==> config.mk <==
export PLATFORM = sky130hd
export DESIGN_NAME = ncpu32k_wb_arbiter_flat
export DESIGN_NICKNAME = d
export VERILOG_FILES = /design/src/rtl/ncpu32k_wb_arb_pkg.sv /design/src/rtl/ncpu32k_wb_arbiter_if.sv /design/src/rtl/ncpu32k_rr_pick.sv /design/src/rtl/ncpu32k_wb_arbiter.sv /design/src/flat_wrapper.sv
export SDC_FILE = /design/constraint.sdc
export NUM_CORES = 1
export LEC_CHECK = 0
export ABC_AREA = 0
export BUFFER_PORTS_ARGS = -buffer_cell sky130_fd_sc_hd__buf_2
export CORE_ASPECT_RATIO = 2
export CORE_MARGIN = 8
export CORE_UTILIZATION = 49
export DETAILED_ROUTE_END_ITERATION = 10
export PLACE_DENSITY = 0.85
export SETUP_SLACK_MARGIN = 0.4
export SYNTH_ARGS = -nofsm -noshare
export SYNTH_HDL_FRONTEND = slang
export SYNTH_SLANG_ARGS = --single-unit
==> constraint.sdc <==
create_clock -name clk -period 4.5 [get_ports clk]
set_input_delay 0.45 -clock clk [delete_from_list [all_inputs] [get_ports clk]]
set_output_delay 0.45 -clock clk [all_outputs]
set_load 0.05 [all_outputs]
==> src/rtl/ncpu32k_wb_arb_pkg.sv <==
// ---------------------------------------------------------------------------
// ncpu32k_wb_arb_pkg
//
// Shared definitions for the writeback arbiter that sits in front of the
// register file's single write port.
//
// Contents:
//   calc_gw()            width of a grant index for n requesters (min 1)
//   WB_N_REQ_MIN/MAX     legal range of the requester count
//   WB_REQ_*             requester slot assignment on the writeback buses
//
// Build option seen by the users of this package:
//   NCPU_WB_ARB_FIXED_PRIO_EN  fixed lowest-index-first priority instead of
//                              round-robin (see ncpu32k_wb_arbiter)
// ---------------------------------------------------------------------------
package ncpu32k_wb_arb_pkg;

    // Legal range of requester counts for the arbiter.
    localparam int WB_N_REQ_MIN = 2;
    localparam int WB_N_REQ_MAX = 8;

    // Slot assignment of the execute units on the arbiter inputs.
    localparam int WB_REQ_ALU = 0;
    localparam int WB_REQ_LSU = 1;
    localparam int WB_REQ_MUL = 2;
    localparam int WB_REQ_SPR = 3;

    // Number of bits needed to hold an index 0..n-1. The result is at least
    // 1, so that a two-requester arbiter still has a real index signal.
    function automatic int calc_gw(input int n);
        int w;
        w = 1;
        while ((1 << w) < n) begin
            w = w + 1;
        end
        return w;
    endfunction

endpackage

==> src/rtl/ncpu32k_wb_arbiter_if.sv <==
// ---------------------------------------------------------------------------
// ncpu32k_wb_arbiter_if
//
// Bundles the requester side and the register-file side of the writeback
// arbiter.
//
// Parameters: N_REQ requesters, AW address bits, DW data bits; GW is derived.
//
// Signals:
//   req_valid  [N_REQ]     per-requester write request
//   req_addr   [N_REQ*AW]  packed addresses, requester i at [i*AW +: AW]
//   req_dat    [N_REQ*DW]  packed data, requester i at [i*DW +: DW]
//   req_ready  [N_REQ]     one-hot accept
//   rf_we, rf_waddr, rf_wdat  register-file write port
//   rf_ready               register file consumes the write this cycle
//   grant_id   [GW]        requester held in the output stage
//   busy                   output stage occupied
//
// Modports:
//   slave   the arbiter itself
//   master  the surrounding pipeline (requesters + register file)
// ---------------------------------------------------------------------------
interface ncpu32k_wb_arbiter_if
    import ncpu32k_wb_arb_pkg::*;
#(
    parameter int N_REQ = 4,
    parameter int AW    = 5,
    parameter int DW    = 32
);
    localparam int GW = calc_gw(N_REQ);

    logic [N_REQ-1:0]    req_valid;
    logic [N_REQ*AW-1:0] req_addr;
    logic [N_REQ*DW-1:0] req_dat;
    logic [N_REQ-1:0]    req_ready;
    logic                rf_we;
    logic [AW-1:0]       rf_waddr;
    logic [DW-1:0]       rf_wdat;
    logic                rf_ready;
    logic [GW-1:0]       grant_id;
    logic                busy;

    modport slave (
        input  req_valid,
        input  req_addr,
        input  req_dat,
        input  rf_ready,
        output req_ready,
        output rf_we,
        output rf_waddr,
        output rf_wdat,
        output grant_id,
        output busy
    );

    modport master (
        output req_valid,
        output req_addr,
        output req_dat,
        output rf_ready,
        input  req_ready,
        input  rf_we,
        input  rf_waddr,
        input  rf_wdat,
        input  grant_id,
        input  busy
    );

endinterface

==> src/rtl/ncpu32k_rr_pick.sv <==
// ---------------------------------------------------------------------------
// ncpu32k_rr_pick
//
// Combinational rotate-priority picker. Scans the valid vector upward from
// the start index, wrapping modulo N_REQ, and reports the first set bit.
//
// Ports:
//   valid_i  [N_REQ]  candidate requests
//   start_i  [GW]     index with highest priority this cycle (< N_REQ)
//   gnt_o    [N_REQ]  one-hot grant, all zero when nothing is valid
//   idx_o    [GW]     index of the granted bit, 0 when nothing is valid
//   any_o             at least one candidate was valid
// ---------------------------------------------------------------------------
module ncpu32k_rr_pick
    import ncpu32k_wb_arb_pkg::*;
#(
    parameter int N_REQ = 4,
    parameter int GW    = calc_gw(N_REQ)
)(
    input  logic [N_REQ-1:0] valid_i,
    input  logic [GW-1:0]    start_i,
    output logic [N_REQ-1:0] gnt_o,
    output logic [GW-1:0]    idx_o,
    output logic             any_o
);

    // start + k folded back into 0..N_REQ-1; both operands are below N_REQ
    // so a single subtraction is enough.
    function automatic logic [GW-1:0] wrap_idx(input logic [GW-1:0] s, input int k);
        int j;
        j = int'(s) + k;
        if (j >= N_REQ) begin
            j = j - N_REQ;
        end
        return GW'(j);
    endfunction

    logic [GW-1:0] cand;

    // Walk the offsets from the farthest back to the nearest, so the last
    // hit written is the one closest to the start index and wins.
    always_comb begin
        gnt_o = '0;
        idx_o = '0;
        any_o = 1'b0;
        cand  = '0;
        for (int k = N_REQ - 1; k >= 0; k--) begin
            cand = wrap_idx(start_i, k);
            if (valid_i[cand]) begin
                gnt_o       = '0;
                gnt_o[cand] = 1'b1;
                idx_o       = cand;
                any_o       = 1'b1;
            end
        end
    end

endmodule

==> src/rtl/ncpu32k_wb_arbiter.sv <==
// ---------------------------------------------------------------------------
// ncpu32k_wb_arbiter
//
// Shares the register file's single write port among N_REQ writeback
// requesters. One request is granted per cycle into a one-entry registered
// output stage, which drives the write port and holds while the register
// file back-pressures. Writes to r0 are accepted and occupy the stage but
// never raise rf_we.
//
// Ports:
//   clk   clock, all state on the rising edge
//   rst   asynchronous active-high reset
//   bus   ncpu32k_wb_arbiter_if.slave (requester handshakes + write port)
//
// Build option:
//   NCPU_WB_ARB_FIXED_PRIO_EN  defined: the scan always starts at index 0
//                              (lowest index wins, no rotating pointer).
//                              Undefined (default): round-robin.
// ---------------------------------------------------------------------------
module ncpu32k_wb_arbiter
    import ncpu32k_wb_arb_pkg::*;
#(
    parameter int N_REQ = 4,
    parameter int AW    = 5,
    parameter int DW    = 32
)(
    input  logic                clk,
    input  logic                rst,
    ncpu32k_wb_arbiter_if.slave bus
);

    localparam int GW = calc_gw(N_REQ);

    logic              out_valid_q, out_valid_d;
    logic [AW-1:0]     out_addr_q,  out_addr_d;
    logic [DW-1:0]     out_dat_q,   out_dat_d;
    logic [GW-1:0]     grant_id_q,  grant_id_d;

    logic              accept;
    logic              handshake;
    logic [N_REQ-1:0]  pick_gnt;
    logic [GW-1:0]     pick_idx;
    logic              pick_any;
    logic [GW-1:0]     scan_start;

    logic [AW-1:0]     slot_addr [N_REQ];
    logic [DW-1:0]     slot_dat  [N_REQ];

    // Split the packed request buses into per-slot arrays so the payload
    // mux below can index by the grant index directly.
    for (genvar g = 0; g < N_REQ; g++) begin : g_slot
        assign slot_addr[g] = bus.req_addr[g*AW +: AW];
        assign slot_dat[g]  = bus.req_dat[g*DW +: DW];
    end

    // The stage can take a new entry when it is empty or when its current
    // entry retires on this same edge, so there is no bubble between writes.
    assign accept    = !out_valid_q || bus.rf_ready;
    assign handshake = accept && pick_any;

`ifdef NCPU_WB_ARB_FIXED_PRIO_EN
    assign scan_start = '0;
`else
    logic [GW-1:0] rr_ptr_q, rr_ptr_d;

    assign scan_start = rr_ptr_q;

    // After a grant the requester just served drops to lowest priority.
    always_comb begin
        rr_ptr_d = rr_ptr_q;
        if (handshake) begin
            if (pick_idx == GW'(N_REQ - 1)) begin
                rr_ptr_d = '0;
            end else begin
                rr_ptr_d = pick_idx + GW'(1);
            end
        end
    end

    always_ff @(posedge clk or posedge rst) begin
        if (rst) begin
            rr_ptr_q <= '0;
        end else begin
            rr_ptr_q <= rr_ptr_d;
        end
    end
`endif

    ncpu32k_rr_pick #(
        .N_REQ (N_REQ),
        .GW    (GW)
    ) u_pick (
        .valid_i (bus.req_valid),
        .start_i (scan_start),
        .gnt_o   (pick_gnt),
        .idx_o   (pick_idx),
        .any_o   (pick_any)
    );

    // Only the picked requester sees ready, and only when the stage can
    // actually take it; a full stage under back-pressure accepts nobody.
    assign bus.req_ready = accept ? pick_gnt : '0;

    // Output stage next state: load on handshake, drain when the register
    // file consumes the entry and nobody is waiting, otherwise hold.
    always_comb begin
        out_valid_d = out_valid_q;
        out_addr_d  = out_addr_q;
        out_dat_d   = out_dat_q;
        grant_id_d  = grant_id_q;
        if (accept) begin
            if (pick_any) begin
                out_valid_d = 1'b1;
                out_addr_d  = slot_addr[pick_idx];
                out_dat_d   = slot_dat[pick_idx];
                grant_id_d  = pick_idx;
            end else begin
                out_valid_d = 1'b0;
            end
        end
    end

    // Reset throws away any held entry, so it is never written.
    always_ff @(posedge clk or posedge rst) begin
        if (rst) begin
            out_valid_q <= 1'b0;
            out_addr_q  <= '0;
            out_dat_q   <= '0;
            grant_id_q  <= '0;
        end else begin
            out_valid_q <= out_valid_d;
            out_addr_q  <= out_addr_d;
            out_dat_q   <= out_dat_d;
            grant_id_q  <= grant_id_d;
        end
    end

    // r0 is hardwired to zero: an entry addressed to it is consumed like any
    // other but never reaches the write enable.
    assign bus.rf_we    = out_valid_q && (out_addr_q != '0);
    assign bus.rf_waddr = out_addr_q;
    assign bus.rf_wdat  = out_dat_q;
    assign bus.grant_id = grant_id_q;
    assign bus.busy     = out_valid_q;

endmodule

==> src/flat_wrapper.sv <==
// flat-port wrapper written by rule: the top's interface ports become plain ports
module ncpu32k_wb_arbiter_flat import ncpu32k_wb_arb_pkg::*;
#(
    parameter int N_REQ = 4,
    parameter int AW    = 5,
    parameter int DW    = 32
)
  (clk, rst, bus_req_valid, bus_req_addr, bus_req_dat, bus_rf_ready, bus_req_ready, bus_rf_we, bus_rf_waddr, bus_rf_wdat, bus_grant_id, bus_busy);
  ncpu32k_wb_arbiter_if #(.N_REQ(N_REQ), .AW(AW), .DW(DW)) bus_i ();
  input  logic clk;
  input  logic rst;
  input wire logic [$bits(bus_i.req_valid)-1:0] bus_req_valid;
  input wire logic [$bits(bus_i.req_addr)-1:0] bus_req_addr;
  input wire logic [$bits(bus_i.req_dat)-1:0] bus_req_dat;
  input wire logic [$bits(bus_i.rf_ready)-1:0] bus_rf_ready;
  output wire logic [$bits(bus_i.req_ready)-1:0] bus_req_ready;
  output wire logic [$bits(bus_i.rf_we)-1:0] bus_rf_we;
  output wire logic [$bits(bus_i.rf_waddr)-1:0] bus_rf_waddr;
  output wire logic [$bits(bus_i.rf_wdat)-1:0] bus_rf_wdat;
  output wire logic [$bits(bus_i.grant_id)-1:0] bus_grant_id;
  output wire logic [$bits(bus_i.busy)-1:0] bus_busy;
  assign bus_i.req_valid = bus_req_valid;
  assign bus_i.req_addr = bus_req_addr;
  assign bus_i.req_dat = bus_req_dat;
  assign bus_i.rf_ready = bus_rf_ready;
  assign bus_req_ready = bus_i.req_ready;
  assign bus_rf_we = bus_i.rf_we;
  assign bus_rf_waddr = bus_i.rf_waddr;
  assign bus_rf_wdat = bus_i.rf_wdat;
  assign bus_grant_id = bus_i.grant_id;
  assign bus_busy = bus_i.busy;
  ncpu32k_wb_arbiter #(.N_REQ(N_REQ), .AW(AW), .DW(DW)) u_core (.clk(clk), .rst(rst), .bus(bus_i));
endmodule
; ---- Word-level counts from Yosys, hierarchy flattened
; Cells that the tools add are included.
[totals]
regBits = 42
output_inout_bits = 45
in_bits = 155
[op_classes]
eq_ne = 1
n_mux = 41
add_sub_neg = 8
bitwise_logic = 1
n_lt_le_gt_ge = 13
n_reduce_logical = 10
[op_table]
columns = cell, n
row1 = 32-bit binary-select mux with 2-bit select, 1
row2 = 32-bit 2-to-1 mux, 2
row3 = 4-bit 2-to-1 mux, 5
row4 = 2-bit 2-to-1 mux, 9
row5 = 1-bit 2-to-1 mux, 13
row6 = "3-bit greater-or-equal comparator, second input constant", 4
row7 = "2-bit by 3-bit < comparator with 1-bit output, second input constant", 4
row8 = 5-bit binary-select mux with 2-bit select, 1
row9 = 5-bit 2-to-1 mux, 2
row10 = 1-bit binary-select mux with 2-bit select, 4
row11 = 1-bit demux with 2-bit select, 4
row12 = "2-bit by 1-bit greater-or-equal comparator with 1-bit output, second input constant", 4
row13 = "2-bit by 1-bit subtractor with 2-bit output, second input constant", 4
row14 = "2-bit by 2-bit adder with 3-bit output, second input constant", 2
row15 = 1-bit logical AND, 6
row16 = 5-bit nonzero test, 1
row17 = "2-bit by 1-bit adder with 3-bit output, second input constant", 1
row18 = "2-bit by 3-bit greater-or-equal comparator with 1-bit output, second input constant", 1
row19 = 2-bit NOT with 3-bit output, 1
row20 = "2-bit by 1-bit adder with 2-bit output, second input constant", 1
row21 = "2-bit equality test, second input constant", 1
row22 = 2-bit AND reduction, 1
row23 = 1-bit zero test, 1
row24 = 1-bit logical OR, 1

; ---- Logic depth before layout (Yosys ltp)
[depth]
depth_word = 13
mapped_depth = 12
depth_no_buf = 8

; ---- By module
; A second synthesis with hierarchy kept.
[hier_totals]
cells_unflattened = 229
hier_area_um2 = 3176.8
[by_module_without_submodules]
columns = mod, area_each_um2, cells_per_inst, instances, seq_area_each_um2
row1 = ncpu32k_wb_arbiter, 2493.6, 144, 1, 1051.0
row2 = ncpu32k_rr_pick, 683.2, 85, 1, 0.0

; ---- Worst setup path after synthesis
; Ideal clock, no wire load.
[synth_timing]
path_type = register to output
start = reg u_core.rr_ptr_q[1]
end = out bus_req_ready[2]
stages_incl_launch_ff = 9
arrival_time_ps = 2804
path_slack_ps = 1246
n_path_buf = 2
cell_sequence = dfrtp_1 buf_6 inv_2 ha_1 buf_2 mux4_2 nor2b_1 a221oi_1 o31ai_1
[synth_between]
elab_chain_cells = 12
elab_cells_between_ends = 48
cone_classes = add/sub (7) / order compare (12) / mux (25) / reduce/logical (4)
[synth_rtl]
columns = element, line_no
row1 = start: declaration, ncpu32k_wb_arbiter.sv:64  ; logic [GW-1:0] rr_ptr_q, rr_ptr_d;
row2 = start signal: assignment, ncpu32k_wb_arbiter.sv:84  ; rr_ptr_q <= rr_ptr_d;
row3 = 2-bit by 2-bit adder with 3-bit output, ncpu32k_rr_pick.sv:31  ; j = int'(s) + k;
row4 = 3-bit greater-or-equal comparator / 2-bit by 1-bit subtractor with 2-bit output (equally long branches), "ncpu32k_rr_pick.sv:32, ncpu32k_rr_pick.sv:33"
row5 = 2-bit 2-to-1 mux, ncpu32k_rr_pick.sv:32  ; if (j >= N_REQ) begin
row6 = 2-bit by 3-bit < comparator with 1-bit output (not written as such) / 2-bit by 1-bit greater-or-equal comparator with 1-bit output (equally long branches), ncpu32k_rr_pick.sv:51  ; gnt_o[cand] = 1'b1;
row7 = 1-bit logical AND (not written as such), ncpu32k_rr_pick.sv:51
row8 = 1-bit 2-to-1 mux (not written as such), ncpu32k_rr_pick.sv:51
row9 = 1-bit demux with 2-bit select, ncpu32k_rr_pick.sv:51
row10 = 4-bit 2-to-1 mux (3 in a row), ncpu32k_rr_pick.sv:49  ; if (valid_i[cand]) begin
row11 = 4-bit 2-to-1 mux *, ncpu32k_rr_pick.sv:49
row12 = 4-bit 2-to-1 mux *, ncpu32k_wb_arbiter.sv:102  ; assign bus.req_ready = accept ? pick_gnt : '0;
row13 = end: declaration, flat_wrapper.sv:16  ; output wire logic [$bits(bus_i.req_ready)-1:0] bus_req_ready;
; Every way passes the cells marked *; elsewhere a longest branch is shown, timed or not. The select of a mux whose other input is x is not followed.

; ---- Final worst setup path
[layout_timing]
start = reg u_core.rr_ptr_q[0]
end = reg u_core.out_dat_q[6], in the netlist u_core.bus.rf_wdat[6]
[layout_between]
elab_chain_cells = 13
elab_cells_between_ends = 36
cone_classes = add/sub (7) / order compare (4) / mux (23) / bitwise (1) / reduce/logical (1)
[layout_rtl]
columns = element, line_no
row1 = 2-bit by 2-bit adder with 3-bit output, ncpu32k_rr_pick.sv:31
row2 = 3-bit greater-or-equal comparator / 2-bit by 1-bit subtractor with 2-bit output (equally long branches), "ncpu32k_rr_pick.sv:32, ncpu32k_rr_pick.sv:33"
row3 = 2-bit 2-to-1 mux, ncpu32k_rr_pick.sv:32
row4 = 1-bit binary-select mux with 2-bit select, ncpu32k_rr_pick.sv:49
row5 = 1-bit 2-to-1 mux (not written as such), ncpu32k_rr_pick.sv:49
row6 = 2-bit 2-to-1 mux (4 in a row), ncpu32k_rr_pick.sv:49
row7 = 2-bit NOT with 3-bit output (not written as such), ncpu32k_wb_arbiter.sv:115  ; out_dat_d = slot_dat[pick_idx];
row8 = 32-bit binary-select mux with 2-bit select, ncpu32k_wb_arbiter.sv:115
row9 = 32-bit 2-to-1 mux (not written as such) (2 in a row), ncpu32k_wb_arbiter.sv:115
row10 = end signal: assignment, ncpu32k_wb_arbiter.sv:133  ; out_dat_q <= out_dat_d;
row11 = end: declaration, ncpu32k_wb_arbiter.sv:36  ; logic [DW-1:0] out_dat_q, out_dat_d;
; Parallel ways exist; a longest one is shown, timed or not. The select of a mux whose other input is x is not followed.
; A chain may end at the register's enable or synchronous reset.

==> Implementation_results.wiki <==
{| class="wikitable"
! Metric !! Value
|-
| Maximum Capacitance Violations || 0
|-
| Total number of placement rows || 44
|-
| Maximum clock path buffer count || 2
|-
| Distinct cell type count after synthesis || 44
|-
| Count of pins over their slew limit || 0
|-
| RePlAce Congestion || 0.8595
|-
| Synthesized net count || 540
|-
| All-Layer GR Usage || 0.2138
|-
| Post-synth design cell area || 3591 µm²
|-
| Area taken by multi-input logic gates || 2293 µm²
|-
| Number of cells traversed by the worst register-to-register path || 9
|-
| Worst hold path class || in2async
|-
| Number of buffers created by CTS || 5
|-
| Kind of start point of the critical path || flip-flop
|-
| Router iterations before antenna repair || 4
|-
| Setup ws final || 0.9812 ns
|-
| Total wirelength of the detailed-routed design || 11.44 mm
|-
| IR drop worst, VDD || 427.5 µV
|-
| Vias in the first global route || 3,757
|-
| Most instantiated flip-flop cell in the synthesis netlist || sky130_fd_sc_hd__dfrtp_1
|-
| CTS tree || yes
|-
| First-pass GRT wire length || 18.40 mm
|-
| Setup slack on the worst flop-to-flop path || 0.98 ns
|-
| CTS clock-pin slew for the worst setup and hold paths || 0.06 ns
|-
| # clock sinks || 42
|-
| Crit share post-route || 0.7820
|-
| Pre-CTS worst setup slack || 1.012 ns
|-
| Half-perimeter wire length after placement || 8.880 mm
|-
| Cell taking the most area after synthesis || sky130_fd_sc_hd__dfrtp_1
|-
| Final count of hold timing violations || 0
|-
| Ys async rst share || 1.000
|-
| WP data arrival || 3.66 ns
|-
| Largest family of logic cells by synthesized area || simple AND/OR/NAND/NOR gates
|-
| WS Path Type || reg2reg
|-
| Leakage component of the power || 2.276 nW
|-
| Maximum level of the CTS H-tree || 2
|-
| Via Count || 3,639
|-
| Post-CTS Resized || 0
|-
| Number of setup buffers added after CTS || 0
|-
| Number of I/O port buffers || 199
|-
| Via density || 5.651
|-
| Number of synthesized flops with an enable pin || 0
|-
| Die Span X || 76.53 µm
|-
| Top area cells in the synthesized netlist || sky130_fd_sc_hd__dfrtp_1 (29%), sky130_fd_sc_hd__mux2i_1 (20%), sky130_fd_sc_hd__nor3b_1 (13%)
|-
| Share of cell area taken by muxes after synthesis || 0.2328
|-
| Required time of the critical path || 4.65 ns
|-
| Most numerous cell in the Yosys netlist || sky130_fd_sc_hd__mux2i_1
|-
| Post-synthesis sequential area ratio || 0.2927
|-
| Layout area overhead || 30.49%
|-
| Count of warnings emitted by yosys || 0
|-
| Clock network latency to the later pin of the worst-skew pair || 0.29 ns
|-
| Area of the core || 7157 µm²
|-
| IO Pins || 200
|-
| N_diodes || 0
|-
| Pwr dens || 754.8 nW/µm²
|-
| Number of DRC markers in iteration 0 || 161
|-
| Cells after Synth || 377
|-
| Floorplan die height || 137.1 µm
|-
| Yosys reg bits || 42
|-
| Endpoint of the lowest-slack register-to-register path || u_core.bus.rf_wdat[6]
|-
| Fillers || 592
|-
| Run status || finished, final reports clean
|-
| Xor and xnor fraction of the mapped netlist area || 0.002439
|-
| Remaining design rule violation count || 0
|-
| Simple-Gate Fraction of Synth Area || 0.2390
|-
| Post-detailed-route count of antenna-violating nets || 0
|-
| Start of the worst register-to-register path || u_core.rr_ptr_q[0]
|-
| Cell at the root of the clock tree || sky130_fd_sc_hd__clkbuf_16
|-
| Initial core utilization || 0.5017
|-
| Final total negative setup slack || 0 ns
|-
| Fraction of layout cells with a size suffix above 1 || 0.4130
|-
| Post-Route Skew || 0.006131 ns
|-
| Sequential cell area || 1051 µm²
|-
| Post-synthesis compound-gate area fraction || 0.1303
|-
| Final worst path period need || 3.519 ns
|-
| Highest net fanout along the worst path || 35
|-
| Final nets || 714
|-
| Unrepaired setup endpoints after global routing || no
|-
| Worst Setup End Kind || flip-flop
|-
| Avg Synthesized Cell Area || 9.525 µm²
|-
| Mean routed wirelength per cell || 17.77 µm
|-
| Synth top cells by count || sky130_fd_sc_hd__mux2i_1 (70), sky130_fd_sc_hd__nor3b_1 (64), sky130_fd_sc_hd__dfrtp_1 (42)
|-
| Cts-stage hold buffer count || 0
|-
| GRT overflow || 0
|-
| Post-Synth Adder-Cell Area || 0.02787
|-
| Headroom to the max-slew limit || 0.3991
|-
| Worst Tran Pin Value || 0.9013 ns
|-
| Synth top area share || 0.2927
|-
| Top achievable clock speed || 0.2842 GHz
|-
| Die Footprint || 10,490 µm²
|-
| Maximum number of pins on one net before global-route repair || 89
|-
| Setup-failing EPs final || 0
|-
| Number of antenna violations at the first check in global routing || 0
|}
[cells by family (layout without fill, tap and decap cells)]
group	Yosys count	after routing
AOI/OAI and AO/OA	60	60
and+or+nand+nor	145	145
adders and majority gates	8	8
xor gates and xnor gates	1	1
DFF	42	42
buffers and inverters	42	217
muxes	79	79
[layout make-up]
cell class / instances / area share
clock buffers: 6 / 0.02750
clock inverters: 2 / 0.008011
inverters: 3 / 0.002403
multi-input cells: 293 / 0.4895
flip-flops and latches: 42 / 0.2243
well taps: 92 / 0.02457
repair buffers: 206 / 0.2238
[flip-flops by register name (all words and copies together), names as in the netlist]
register             count
u_core.bus.rf_wdat      32
u_core.rr_ptr_q          2
u_core.bus.rf_waddr      5
u_core.bus.grant_id      2
u_core.bus.busy          1
[per-layer routing]
| layer | vias to the layer above | track usage | share of wire |
|---|---|---|---|
| met5 | - | 0 | 0 |
| met4 | 0 | 0.07866 | 0.019 |
| met3 | 14 | 0.09013 | 0.12 |
| met2 | 191 | 0.3460 | 0.46 |
| met1 | 1692 | 0.2458 | 0.40 |
| li1 | 1742 | - | - |
[layout by cell type, fill, tap and decap left out, types with 2 or more instances in the layout]
cell type,count
sky130_fd_sc_hd__mux4_2,3
sky130_fd_sc_hd__nand2_1,41
sky130_fd_sc_hd__clkbuf_16,5
sky130_fd_sc_hd__mux2_2,5
sky130_fd_sc_hd__nand3b_1,2
sky130_fd_sc_hd__a221o_1,5
sky130_fd_sc_hd__nor2_1,7
sky130_fd_sc_hd__nor3b_1,64
sky130_fd_sc_hd__a21oi_1,3
sky130_fd_sc_hd__dfrtp_1,42
sky130_fd_sc_hd__mux2i_1,70
sky130_fd_sc_hd__o21a_1,2
sky130_fd_sc_hd__ha_1,8
sky130_fd_sc_hd__o211ai_1,32
sky130_fd_sc_hd__o31ai_1,4
sky130_fd_sc_hd__inv_2,2
sky130_fd_sc_hd__a31oi_4,2
sky130_fd_sc_hd__a221oi_1,4
sky130_fd_sc_hd__nor2b_1,6
sky130_fd_sc_hd__o21ai_1,3
sky130_fd_sc_hd__nand2b_1,2
sky130_fd_sc_hd__buf_2,199
sky130_fd_sc_hd__buf_4,7
sky130_fd_sc_hd__nand3_1,15
[worst max-delay path, cell delays in order, from the launching register on]
cell and delay (ns):
sky130_fd_sc_hd__dfrtp_1 0.70, sky130_fd_sc_hd__inv_1 0.26, sky130_fd_sc_hd__ha_1 0.55, sky130_fd_sc_hd__nand3b_1 0.15, sky130_fd_sc_hd__a21oi_1 0.08, sky130_fd_sc_hd__or3_4 0.34
sky130_fd_sc_hd__a31oi_4 0.29, sky130_fd_sc_hd__buf_4 0.54, sky130_fd_sc_hd__mux2i_1 0.30, sky130_fd_sc_hd__o211ai_1 0.13
[how the worst max path moves through the flow]
stage                       startpoint                endpoint
floorplan           u_core.rr_ptr_q[1]        bus_req_ready[2]
global placement    u_core.rr_ptr_q[0]  u_core.bus.rf_wdat[16]
detailed placement  u_core.rr_ptr_q[0]  u_core.bus.rf_wdat[16]
CTS                 u_core.rr_ptr_q[0]   u_core.bus.rf_wdat[6]
global route        u_core.rr_ptr_q[0]   u_core.bus.rf_wdat[6]
finish              u_core.rr_ptr_q[0]   u_core.bus.rf_wdat[6]
[report_power, final]
| group | total [W] | switching (W) | internal, W |
|---|---|---|---|
| sequential | 0.000704 | 0.000142 | 0.000562 |
| clock | 0.000408 | 0.000146 | 0.000262 |
| combinational | 0.00242 | 0.00160 | 0.000826 |
| total | 0.00354 | 0.00189 | 0.00165 |
[metrics by stage]
stage,total power [W],hold slack [ns],cell area [µm²],utilization,instances
final,0.003537,0.3516,4686,0.6547,644
after global routing,0.003759,0.4268,4686,0.6547,644
after CTS,0.003566,0.3854,4686,0.6547,644
after detailed placement,0.003142,0.4674,4519,0.6315,636
after global placement,0.003093,0.4633,4519,0.6315,636
after floorplan,0.002748,0.6715,3591,-,377
No activity file was read; power rests on OpenSTA's default activity.
